==> src/rtl/fp_result_collector.sv <==
// rtl/fp_result_collector.sv - FWFT result FIFO for summator outputs with sticky overflow flag.
// Optional status event counters are built when FP_COLLECT_STATS_EN is defined.
module fp_result_collector #(
  parameter int DEPTH     = 4,
  parameter int AFULL_LVL = 2
) (
  input  logic                       clk_i,
  input  logic                       rst_i,
  input  logic                       res_vld_i,
  input  logic [31:0]                res_i,
  input  logic [1:0]                 res_status_i,
  output logic                       afull_o,
  output logic                       out_vld_o,
  input  logic                       out_rdy_i,
  output logic [31:0]                out_res_o,
  output logic [1:0]                 out_status_o,
  output logic [$clog2(DEPTH):0]     count_o,
  output logic                       ovf_o,
  input  logic                       ovf_clr_i
`ifdef FP_COLLECT_STATS_EN
  ,
  output logic [15:0]                zero_cnt_o,
  output logic [15:0]                inf_cnt_o,
  output logic [15:0]                nan_cnt_o
`endif
);

  localparam int AW = $clog2(DEPTH);
  localparam int CW = AW + 1;
  localparam logic [CW-1:0] FULL_CNT  = CW'(DEPTH);
  localparam logic [CW-1:0] AFULL_CNT = CW'(AFULL_LVL);

  logic [33:0]   r_mem [DEPTH];
  logic [AW-1:0] r_wptr;
  logic [AW-1:0] r_rptr;
  logic [CW-1:0] r_count;
  logic          r_ovf;

  logic          w_full;
  logic          w_pop;
  logic          w_push;
  logic          w_drop;
  logic [33:0]   w_head;

  assign w_full = (r_count == FULL_CNT);
  assign w_pop  = (r_count != '0) && out_rdy_i;
  assign w_push = res_vld_i && (!w_full || w_pop);
  assign w_drop = res_vld_i && w_full && !w_pop;
  assign w_head = r_mem[r_rptr];

  // Output is gated so the head reads as zero while empty, including after reset.
  assign out_vld_o    = (r_count != '0);
  assign out_res_o    = out_vld_o ? w_head[33:2] : 32'd0;
  assign out_status_o = out_vld_o ? w_head[1:0]  : 2'd0;
  assign count_o      = r_count;
  assign afull_o      = (r_count >= AFULL_CNT);
  assign ovf_o        = r_ovf;

  always_ff @(posedge clk_i) begin
    if (!rst_i && w_push) begin
      r_mem[r_wptr] <= {res_i, res_status_i};
    end
  end

  always_ff @(posedge clk_i) begin
    if (rst_i) begin
      r_wptr  <= '0;
      r_rptr  <= '0;
      r_count <= '0;
      r_ovf   <= 1'b0;
    end else begin
      if (w_push) r_wptr <= r_wptr + AW'(1);
      if (w_pop)  r_rptr <= r_rptr + AW'(1);
      if (w_push && !w_pop)      r_count <= r_count + CW'(1);
      else if (w_pop && !w_push) r_count <= r_count - CW'(1);
      // A fresh overflow outranks a clear issued in the same cycle.
      if (w_drop)         r_ovf <= 1'b1;
      else if (ovf_clr_i) r_ovf <= 1'b0;
    end
  end

`ifdef FP_COLLECT_STATS_EN
  logic [15:0] r_zero_cnt;
  logic [15:0] r_inf_cnt;
  logic [15:0] r_nan_cnt;

  // Every valid result is counted, even those dropped on overflow.
  always_ff @(posedge clk_i) begin
    if (rst_i) begin
      r_zero_cnt <= '0;
      r_inf_cnt  <= '0;
      r_nan_cnt  <= '0;
    end else if (res_vld_i) begin
      if (res_status_i == 2'b01 && r_zero_cnt != 16'hFFFF) r_zero_cnt <= r_zero_cnt + 16'd1;
      if (res_status_i == 2'b10 && r_inf_cnt  != 16'hFFFF) r_inf_cnt  <= r_inf_cnt  + 16'd1;
      if (res_status_i == 2'b11 && r_nan_cnt  != 16'hFFFF) r_nan_cnt  <= r_nan_cnt  + 16'd1;
    end
  end

  assign zero_cnt_o = r_zero_cnt;
  assign inf_cnt_o  = r_inf_cnt;
  assign nan_cnt_o  = r_nan_cnt;
`endif

endmodule

==> config.mk <==
export PLATFORM = sky130hd
export DESIGN_NAME = fp_result_collector
export DESIGN_NICKNAME = d
export VERILOG_FILES = /design/src/rtl/fp_result_collector.sv
export SDC_FILE = /design/constraint.sdc
export NUM_CORES = 1
export LEC_CHECK = 0
export BUFFER_PORTS_ARGS = -buffer_cell sky130_fd_sc_hd__buf_2
export CAP_MARGIN = 15
export CORE_ASPECT_RATIO = 2
export CORE_UTILIZATION = 60
export CTS_BUF_LIST = sky130_fd_sc_hd__clkbuf_8 sky130_fd_sc_hd__clkbuf_16
export CTS_CLUSTER_SIZE = 20
export DETAILED_ROUTE_END_ITERATION = 10
export HOLD_SLACK_MARGIN = 0.03
export PLACE_DENSITY = 0.83
export SETUP_SLACK_MARGIN = 0.3
export SYNTH_ARGS = -nofsm -noshare
export SYNTH_HDL_FRONTEND = slang
export SYNTH_SLANG_ARGS = --single-unit
==> constraint.sdc <==
create_clock -name clk_i -period 11.4 [get_ports clk_i]
set_input_delay 2.28 -clock clk_i [delete_from_list [all_inputs] [get_ports clk_i]]
set_output_delay 2.28 -clock clk_i [all_outputs]
set_load 0.02 [all_outputs]
# After elaboration in Yosys (flattened, before gate mapping)
# Memory sizes are Yosys's and may differ from the RTL's. A register that Yosys moved wholly into a read port is not among the register bits.
# Index checks and enable logic that the tools add are counted.
word_totals:
  ff_bits: 8
  mem_bits_rw: 136
  in_bits: 39
  out_inout_bits: 40
  elab_cells: 36
  n_memories: 1
mem_list:
  columns: ["memory", "words", "width", "rd", "rd_clocked_by_memory_dff", "wr", "line", "text"]
  rows:
  - ["r_mem", 4, 34, 1, 1, 1, "33", "logic [33:0] r_mem [DEPTH];"]
classes:
  add_sub_neg: 4
  order_cmp: 1
  n_eq_ne: 1
  n_mux: 10
  n_reduce_logical: 15
ops:
  columns: ["operator", "count"]
  rows:
  - ["32-bit two-way mux", 1]
  - ["1-bit logical AND", 7]
  - ["2-bit two-way mux", 3]
  - ["3-bit two-way mux", 2]
  - ["2-bit by 1-bit adder with 2-bit output (second input constant)", 2]
  - ["1-bit zero test", 4]
  - ["1-bit two-way mux", 4]
  - ["2-bit nonzero test", 2]
  - ["3-bit by 1-bit adder with 3-bit output (second input constant)", 1]
  - ["3-bit == test (second input constant)", 1]
  - ["3-bit by 2-bit >= comparator with 1-bit output (second input constant)", 1]
  - ["3-bit nonzero test", 1]
  - ["3-bit by 1-bit subtractor with 3-bit output (second input constant)", 1]
  - ["1-bit logical OR", 1]

# Depth between registers and ports, before layout
# Gate-level depths: netlist of the first run.
depth:
  ltp_word: 8
  ltp_mapped: 9

# Least setup slack after synthesis of the first run
# No wires, ideal clock.
synth_timing:
  path_type: "input-to-reg"
  start: "input port out_rdy_i"
  end: "memory r_mem[1][0], enable pin"
  arrival_ps: 5057
  t_required_ps: 10925
  setup_slack_ps: 5869
  path_stages: 3
  n_path_buf: 0
  cell_sequence: "nor4b_2 -> nand2b_4 -> nor3b_1"
synth_between:
  elab_chain_len: 6
synth_lines:
  columns: ["item", "line", "text"]
  rows:
  - ["start, declared", "14", "input logic out_rdy_i,"]
  - ["1-bit logical AND", "46", "assign w_pop = (r_count != '0) && out_rdy_i;"]
  - ["1-bit logical OR", "47", "assign w_push = res_vld_i && (!w_full || w_pop);"]
  - ["1-bit logical AND", "47", null]
  - ["1-bit logical AND", "60", "if (!rst_i && w_push) begin"]
  - ["1-bit two-way mux", "60", null]
  - ["1-bit two-way mux (implied by the code)", "61", "r_mem[r_wptr] <= {res_i, res_status_i};"]
  - ["end, declared", "33", null]
# No other way between the ends.

==> run metrics, run 1 <==
status finished, final reports clean; clock power share 0.322; Sum Neg Setup Slack 0 ns; critical path type register to primary output; WP data required between 9 and 10 ns; Core Rows 49; Layout Nets between 400 and 500; Congestion Overflow GR 0; total of max-cap violations 0; Cell variety after synth 27; vias in the first global route between 2000 and 3000; R2R depth 4; Post-synth ARST share 0; H-tree levels 4; #FFs+latches synth 146; routed len/inst around 20 um; Post-synth EDFFs 136; Synth Flop Type edfxtp_1; final setup fails 0; kind of start point of the critical path register; Mapped Avg Cell Area around 21 um2; drc violations 0; Placer Congestion approximately 0.75; initial cell density of the core 0.627; Vias per Instance 5.78; drt first pass iters 6; min cycle time layout between 4 and 5 ns; die area between 0.009 and 0.01 mm2; switch share 0.316; Post-Syn Area between 0.005 and 0.006 mm2; Hold Buf Count CTS 0; crit path capture out_res_o[10]; largest net degree at the start of global routing 36; CP Capture Type primary output; syn nets between 300 and 400; initial antenna violation count 0; Int Power approximately 1100 uW; Final ANT Viol Nets 0; Post-Synthesis Cells 269; register area share after synthesis 0.753; Core ar. 0.00907 mm2; Ant. Diodes 0; worst hold path class register to register; Comb power frac 0.280; Pleak ~0.0024 uW; final hold vios 0; gr usage total 0.221; Area Overhead vs Synth 19.2%; CP Max Fanout 26; layout cell share with drive strength beyond 1 0.436; clock sink count between 100 and 150; CTS buffer count 17; r2r setup slk ~8.9 ns; final WL around 9.7 mm; Max Buffers Root-to-Sink 2; Worst Clk Skew 0.00620 ns; yosys warns 0; CTS tree built; setup bufs post-CTS 0; clock transition at the registers of the reported paths approximately 0.060 ns; PortBufs 78; PD cells approximately 240 mW/mm2; die height around 140 um; Final Cycle Share 0.410; worst endpoint data arrival time 2.39 ns; Reg-to-Reg End r_mem[3][24]; Final Max Slew Viols 0; RSZ-0062 raised after global routing no; clk_lat worst skew around 0.41 ns; Die Span X approximately 70 um; WHS 0.538 ns; DR iter-0 viols roughly 260; Rel. slew slack 0.298; via count between 2000 and 3000; sequential power share 0.398; Ports 79; worst r2r src count_o[0]; Detailed Place HPWL roughly 6.0 mm; hold depth 2; Root Buffer clkbuf_16; Net Sw Power between 500 and 600 uW; Worst VDD drop 0.000202 V; Least-Margin Pin Slew 1.05 ns; Max Freq between 0.2 and 0.25 GHz; PostCTS Resize Cnt 0; first-pass GRT wire length 15.4 mm
synth_stat cells (all sizes together), types with 2 or more instances:
cell,n,area (um2)
and2b,5,37.5
edfxtp,136,4080
nor2,9,41.3
mux2i,2,20.0
xor2,4,35.0
clkbuf,5,18.8
nor2b,30,188
ha,5,62.6
dfxtp,10,200
nor3b,4,30.0
inv,5,21.3
a21oi,2,10.0
mux4,34,766
nand2b,3,26.3
buf,7,60.1
cell type report:
cell class              instances  area, um2
clock inverters                15        151
inverters                       5       21.3
clock buffers                  17        425
multi-input cells             106       1320
flip-flops and latches        146       4290
fillers                       538       2300
well taps                     102        128
repair buffers                 85        443
worst max-delay path: stages, from the launching register on:
cell	delay, ns
dfxtp_2	0.51
buf_4	0.51
mux4_2	0.60
nor2b_1	0.15
buf_2	0.20
power groups by stage:
| stage | registers, uW | logic, uW | clock network [uW] |
|---|---|---|---|
| 2_1_floorplan | 652 | 351 | 0 |
| 3_3_place_gp | 664 | 459 | 0 |
| 3_5_place_dp | 666 | 465 | 0 |
| 4_1_cts | 655 | 468 | 536 |
| 5_1_grt | 659 | 496 | 560 |
| 6_report | 654 | 459 | 528 |
flip-flops by register name, indices dropped and copies added, names as in the netlist, named ones only:
signal	cells
r_wptr	2
ovf_o	1
r_mem	136
count_o	3
r_rptr	2
logic make-up (layout without fill, tap and decap cells):
family | Yosys count | in the layout | synth area share
AOI/OAI and AO/OA | 5 | 5 | 0.00550
xor gates and xnor gates | 4 | 4 | 0.00616
adders and majority gates | 6 | 6 | 0.0145
buffers and inverters | 17 | 122 | 0.0176
DFF | 146 | 146 | 0.753
muxes | 37 | 37 | 0.141
and+or+nand+nor | 54 | 54 | 0.0620
worst min-delay path by stage:
| stage | start | to | slack, ns |
|---|---|---|---|
| 2_1_floorplan | r_wptr[1] | r_wptr[1] | 0.48 |
| 3_3_place_gp | r_wptr[1] | r_wptr[1] | 0.50 |
| 3_5_place_dp | r_rptr[0] | register | 0.51 |
| 4_1_cts | r_rptr[0] | register | 0.54 |
| 5_1_grt | count_o[2] | count_o[2] | 0.58 |
| 6_report | r_rptr[0] | register | 0.54 |
metrics by stage:
stage	power (uW)	area, um2	util	setup WS (ns)	instances
6_report	1640	6780	0.747	6.73	476
5_1_grt	1710	6780	0.747	6.54	476
4_1_cts	1660	6780	0.747	6.63	476
3_5_place_dp	1130	6200	0.683	7.05	444
3_3_place_gp	1120	6200	0.683	7.09	444
2_1_floorplan	1000	5690	-	5.87	269
metal layers:
metal / GRT usage / wire length, um
met1: 0.254 / 3670
met2: 0.382 / 5570
met3: 0.0652 / 323
met4: 0.0937 / 179
met5: 0 / 0
cells in the final DEF (no fill, tap or decap):
cell type     n
clkbuf_16    17
inv_8         2
xor2_1        4
clkinv_4      3
o311ai_0      1
nor3b_2       4
ha_1          5
mux4_2       34
nor2_1        8
nor2_4        1
buf_4         7
mux2i_1       2
o31ai_1       1
buf_2        78
inv_4         1
dfxtp_1       8
or2_4         1
fa_1          1
edfxtp_1    136
o21ai_0       1
or3_1         1
clkinvlp_4    5
a21oi_1       2
nor2b_1      30
dfxtp_2       2
inv_1         4
inv_6         4
and2b_1       5
nand2b_1      2
nor4b_2       1
nand2b_4      1
bufinv_16     1
mux2_4        1
Note: power is estimated with default switching activity, not from simulation.
==> run 2: changes to the inputs <==
--- a/config.mk
+++ b/config.mk
@@ -8,12 +8,12 @@
 export BUFFER_PORTS_ARGS = -buffer_cell sky130_fd_sc_hd__buf_2
 export CAP_MARGIN = 15
 export CORE_ASPECT_RATIO = 2
-export CORE_UTILIZATION = 60
+export CORE_UTILIZATION = 51
 export CTS_BUF_LIST = sky130_fd_sc_hd__clkbuf_8 sky130_fd_sc_hd__clkbuf_16
 export CTS_CLUSTER_SIZE = 20
 export DETAILED_ROUTE_END_ITERATION = 10
 export HOLD_SLACK_MARGIN = 0.03
-export PLACE_DENSITY = 0.83
+export PLACE_DENSITY = 0.75
 export SETUP_SLACK_MARGIN = 0.3
 export SYNTH_ARGS = -nofsm -noshare
 export SYNTH_HDL_FRONTEND = slang
==> constraint.sdc (replaced) <==
create_clock -name clk_i -period 4.2 [get_ports clk_i]
set_input_delay 0.84 -clock clk_i [delete_from_list [all_inputs] [get_ports clk_i]]
set_output_delay 0.84 -clock clk_i [all_outputs]
set_load 0.02 [all_outputs]
==> run metrics, run 2 (synthesized netlist as in run 1, its figures left out) <==
Net Sw Power 1340 uW; Comb power frac 0.278; worst endpoint data arrival time 2.41 ns; min-delay src r_wptr[1]; Worst VDD drop between 0.0004 and 0.0005 V; Hold Buf Count CTS 0; Core Rows 54; CP Capture Type primary output; Max Buffers Root-to-Sink 2; Ports between 70 and 80; Final Cycle Share 0.774; final hold vios 0; Placer Congestion around 0.7; drt first pass iters 4; Ant. Diodes 0; first-pass GRT wire length roughly 15 mm; Int Power approximately 3100 uW; Reg-to-Reg End count_o[2]; Area Overhead vs Synth 19.4%; routed len/inst 18.8 um; worst r2r src count_o[0]; PortBufs 78; Root Buffer clkbuf_16; die height roughly 150 um; clock transition at the registers of the reported paths about 0.05 ns; R2R depth 7; Least-Margin Pin Slew 0.872 ns; largest net degree at the start of global routing 36; Pleak between 0.002 and 0.0025 uW; DR iter-0 viols between 150 and 200; Sum Neg Setup Slack 0 ns; CP Max Fanout 21; Tot Pwr 4420 uW; clock sink count about 150; layout cell share with drive strength beyond 1 0.421; worst hold path class register to register; status finished, final reports clean; initial cell density of the core 0.523; r2r setup slk 1.95 ns; clock power share 0.314; total of max-cap violations 0; final setup fails 0; Critical Path Slowest Stage Cell dfxtp_2; setup bufs post-CTS 0; CTS buffer count 17; Rel. slew slack 0.419; drc violations 0; CTS tree built; PostCTS Resize Cnt 0; Vias per Instance between 5 and 6; Detailed Place HPWL a little under 6 mm; hold depth 2; max FFs per register roughly 140; via count roughly 2700; Slowest Stage Delay on Critical Path 0.80 ns; Max Freq just over 0.3 GHz; gr usage total 0.183; Worst Clk Skew approximately 0.012 ns; vias in the first global route 2926; commonest cells after routing, fill and taps aside edfxtp_1 (136), buf_2 (78), mux4_2 (34); most flop-heavy register r_mem; Hold Path End r_wptr[1]; final WL between 9 and 10 mm; commonest non-fill, non-tap cell in the layout edfxtp_1; switch share 0.304; PD cells approximately 650 mW/mm2; Core ar. 0.0109 mm2; initial antenna violation count 0; FILL cells approximately 780; die area 0.0116 mm2; Final ANT Viol Nets 0; WP data required roughly 3.4 ns; Die Span X roughly 77 um; min cycle time layout roughly 3.3 ns; critical path type register to primary output; sequential power share 0.408; Final Max Slew Viols 0; clk_lat worst skew ~0.41 ns; kind of start point of the critical path register; Layout Nets about 400; RSZ-0062 raised after global routing no; Congestion Overflow GR 0; CP cell instances buf_4 > mux4_2 > nor2b_1 > buf_2; H-tree levels 4
## run 2: changes by cell type in the layout (fill, tap and decap cells not counted), moves of 2 or more
cell and delta:
clkinv_2 +6, clkinv_1 +4, clkinvlp_4 -4, inv_6 -4, clkinv_4 -2, inv_8 -2
## run 2: final cells by class
class / instances / area (um2) / share of cell area
Inverter: 5 / 21.3 / 0.00313
Tap cell: 140 / 175 / 0.0258
Timing Repair Buffer: 84 / 435 / 0.0641
Clock buffer: 17 / 425 / 0.0626
Clock inverter: 15 / 125 / 0.0184
Multi-Input combinational cell: 106 / 1320 / 0.195
Sequential cell: 146 / 4290 / 0.631
## run 2: how the worst max path moves through the flow
stage | startpoint | end | slack (ns) | cells past startpoint
floorplan | out_rdy_i | r_mem[1][0] | 0.11 | 3
finish | register | out_res_o[20] | 0.95 | 4
detailed placement | register | out_res_o[17] | 1.29 | 4
global route | register | out_res_o[22] | 0.72 | 4
CTS | register | out_res_o[17] | 0.85 | 4
global placement | register | out_res_o[24] | 1.29 | 4
## run 2: metal layers
layer	share of wire	GRT usage	vias up
met5	0	0	-
met3	0.040	0.0494	7
met1	0.36	0.192	1380
li1	-	-	1248
met2	0.59	0.338	71
met4	0.011	0.0817	0
## run 2: through the flow
step / utilization / setup slack, ns / instance area (um2) / instances / hold slack (ns)
floorplan: - / 0.109 / 5690 / 269 / 0.481
finish: 0.624 / 0.950 / 6790 / 513 / 0.551
global route: 0.624 / 0.715 / 6790 / 513 / 0.574
CTS: 0.624 / 0.849 / 6790 / 513 / 0.557
global placement: 0.574 / 1.29 / 6240 / 481 / 0.496
detailed placement: 0.574 / 1.29 / 6240 / 481 / 0.526
## run 2: critical path, delay by kind of cell, from the launching register on
family        cells  cell delay [ns]
simple gates      1             0.14
flops             1             0.80
mux               1             0.51
buf+inv           2             0.55
## run 2: power groups by stage
stage	Sequential, uW	Combinational, uW	Clock (uW)
2_1_floorplan	1770	952	0
3_3_place_gp	1840	1240	0
3_5_place_dp	1840	1250	0
4_1_cts	1810	1260	1420
5_1_grt	1830	1330	1470
6_report	1800	1230	1390
==> run 3: changes to the inputs <==
--- a/config.mk
+++ b/config.mk
@@ -5,15 +5,16 @@
 export SDC_FILE = /design/constraint.sdc
 export NUM_CORES = 1
 export LEC_CHECK = 0
+export ABC_AREA = 1
 export BUFFER_PORTS_ARGS = -buffer_cell sky130_fd_sc_hd__buf_2
 export CAP_MARGIN = 15
 export CORE_ASPECT_RATIO = 2
-export CORE_UTILIZATION = 51
+export CORE_UTILIZATION = 57
 export CTS_BUF_LIST = sky130_fd_sc_hd__clkbuf_8 sky130_fd_sc_hd__clkbuf_16
 export CTS_CLUSTER_SIZE = 20
 export DETAILED_ROUTE_END_ITERATION = 10
 export HOLD_SLACK_MARGIN = 0.03
-export PLACE_DENSITY = 0.75
+export PLACE_DENSITY = 0.79
 export SETUP_SLACK_MARGIN = 0.3
 export SYNTH_ARGS = -nofsm -noshare
 export SYNTH_HDL_FRONTEND = slang
==> constraint.sdc (replaced) <==
create_clock -name clk_i -period 3.4 [get_ports clk_i]
set_input_delay 0.68 -clock clk_i [delete_from_list [all_inputs] [get_ports clk_i]]
set_output_delay 0.68 -clock clk_i [all_outputs]
set_load 0.02 [all_outputs]
==> run metrics, run 3 <==
status finished, final reports clean; Comb power frac 0.262; total of max-cap violations 0; Core ar. 0.00983 mm2; post-place setup slack slightly below 0.8 ns; yosys warns 0; sequential power share 0.370; H-tree levels 4; Pleak about 0.0026 uW; critical path type register to primary output; switch share 0.317; commonest cells in the netlist nor2_1 (148), edfxtp_1 (136), o21ai_0 (49), a21oi_1 (40), o21ai_1 (20); PD cells a little over 800 mW/mm2; Post-synth EDFFs between 100 and 150; Synth Flop Type edfxtp_1; Final Cycle Share 0.854; final WL between 10 and 15 mm; register area share after synthesis 0.734; CTS buffer count 17; Die Span X 73.5 um; min cycle time layout between 2 and 3 ns; register area 0.00429 mm2; PortBufs between 70 and 80; setup bufs post-CTS 0; Area Overhead vs Synth 20.6%; CTS tree built; Max Freq 0.345 GHz; worst r2r src count_o[0]; Final ANT Viol Nets 0; Post-synth ARST share 0; clock transition at the registers of the reported paths around 0.06 ns; layer with the highest usage met2; Cell variety after synth 21; WP data required between 2 and 3 ns; Rel. slew slack 0.520; commonest cells after routing, fill and taps aside nor2_1 (144), edfxtp_1 (136), buf_2 (78); Placer Congestion around 0.75; Least-Margin Pin Slew slightly above 0.7 ns; PostCTS Resize Cnt 0; Root Buffer clkbuf_16; Post-Syn Area between 0.005 and 0.006 mm2; FILL cells just under 700; clock power share 0.367; initial cell density of the core 0.594; clk_lat worst skew 0.41 ns; synth top area cells edfxtp_1 (70%), nor2_1 (9.5%), o21ai_0 (4.2%); post-synth top area share 0.700; Net Sw Power 1840 uW; Ant. Diodes 0; Detailed Place HPWL 7.08 mm; Ports between 70 and 80; syn nets 524; die area approximately 0.011 mm2; CP Max Fanout 44; layout cell share with drive strength beyond 1 0.220; DR iter-0 viols ~300; Final Max Slew Viols 0; first-pass GRT wire length around 19 mm; gr usage total 0.241; Core Rows 51; drc violations 0; Congestion Overflow GR 0; Sum Neg Setup Slack 0 ns; #FFs+latches synth 146; Vias per Instance around 5.4; final hold vios 0; footprint of the multi-input gates 0.00133 mm2; final setup fails 0; initial antenna violation count 0; GR Util met2 0.402; leading area contributor after synthesis edfxtp_1; vias in the first global route between 3000 and 4000; GR Util met3 0.0632; Layout Nets 604; die height ~150 um; min-delay src ovf_o; RSZ-0062 raised after global routing no; Mapped Avg Cell Area 12.2 um2; Hold Buf Count CTS 0; Int Power around 4000 uW; commonest non-fill, non-tap cell in the layout nor2_1; max FFs per register between 100 and 150; CP Capture Type primary output; largest net degree at the start of global routing slightly below 70; worst hold path class register to register; via count between 3000 and 4000; M1 GR Usage 0.292; Worst Clk Skew between 0.006 and 0.007 ns; Max Buffers Root-to-Sink 2; Worst VDD drop around 0.00066 V; Post-Synthesis Cells ~480; drt first pass iters 5; most flop-heavy register r_mem; kind of start point of the critical path register; top-count cell post-synth nor2_1; Tot Pwr 5810 uW; routed len/inst about 17 um; clock sink count between 100 and 150; Worst Slack Setup Final around 0.5 ns; worst endpoint data arrival time 2.22 ns
[run 3: cell count changes after synthesis, sizes merged, moves of 4 or more]
cell / delta
a21oi: +38
and2b: -5
buf: +15
inv: +15
mux4: -34
nand2: +16
nand3: +6
nor2: +139
nor2b: -30
nor3b: -4
o21ai: +68
[run 3: area by class of cell]
class | instances | share of cell area
clock inverter | 15 | 0.0372
tap | 132 | 0.0235
sequential | 146 | 0.609
multi-input combinational | 288 | 0.189
timing repair buffer | 86 | 0.0699
inverter | 20 | 0.0110
clock buffer | 17 | 0.0605
[run 3: per-layer routing]
metal | share of wire | wire (um)
met1 | 0.38 | 4430
met2 | 0.55 | 6450
met3 | 0.058 | 685
met4 | 0.021 | 248
met5 | 0 | 0
[run 3: path summary, 6_finish.rpt]
check	end	slack, ns	cells past startpoint
max	out_res_o[15]	0.50	6
min	ovf_o	0.47	2
min reg2reg	ovf_o	0.47	2
max reg2reg	r_mem[1][8]	1.18	7
[run 3: metrics by stage]
| stage | util | std cells | cell area [um2] | hold WS (ns) |
|---|---|---|---|---|
| 6_report | 0.716 | 704 | 7030 | 0.465 |
| 5_1_grt | 0.716 | 704 | 7030 | 0.469 |
| 4_1_cts | 0.715 | 704 | 7030 | 0.461 |
| 3_5_place_dp | 0.645 | 672 | 6340 | 0.451 |
| 3_3_place_gp | 0.645 | 672 | 6340 | 0.452 |
| 2_1_floorplan | - | 479 | 5830 | 0.459 |
[run 3: power groups by stage]
stage               clock network (uW)  logic, uW  registers (uW)
CTS                               2160       1530            2150
detailed placement                   0       1520            2180
floorplan                            0       1110            2170
global placement                     0       1490            2180
global route                      2230       1670            2160
finish                            2140       1520            2150
[run 3: critical path, cell delays in order, from the launching register on]
cell     delay (ns)
dfxtp_2        0.66
buf_6          0.38
nor2_1         0.09
nor2_1         0.11
o21ai_0        0.09
a21oi_1        0.26
buf_2          0.22
[run 3: cell families after synthesis]
logic type               share of synthesized area
AO/OA/AOI/OAI                               0.0935
XOR/XNOR                                   0.00150
flip-flops                                   0.734
buffers and inverters                       0.0433
AND/OR/NAND/NOR                              0.113
adder cells (fa/ha/maj)                     0.0142
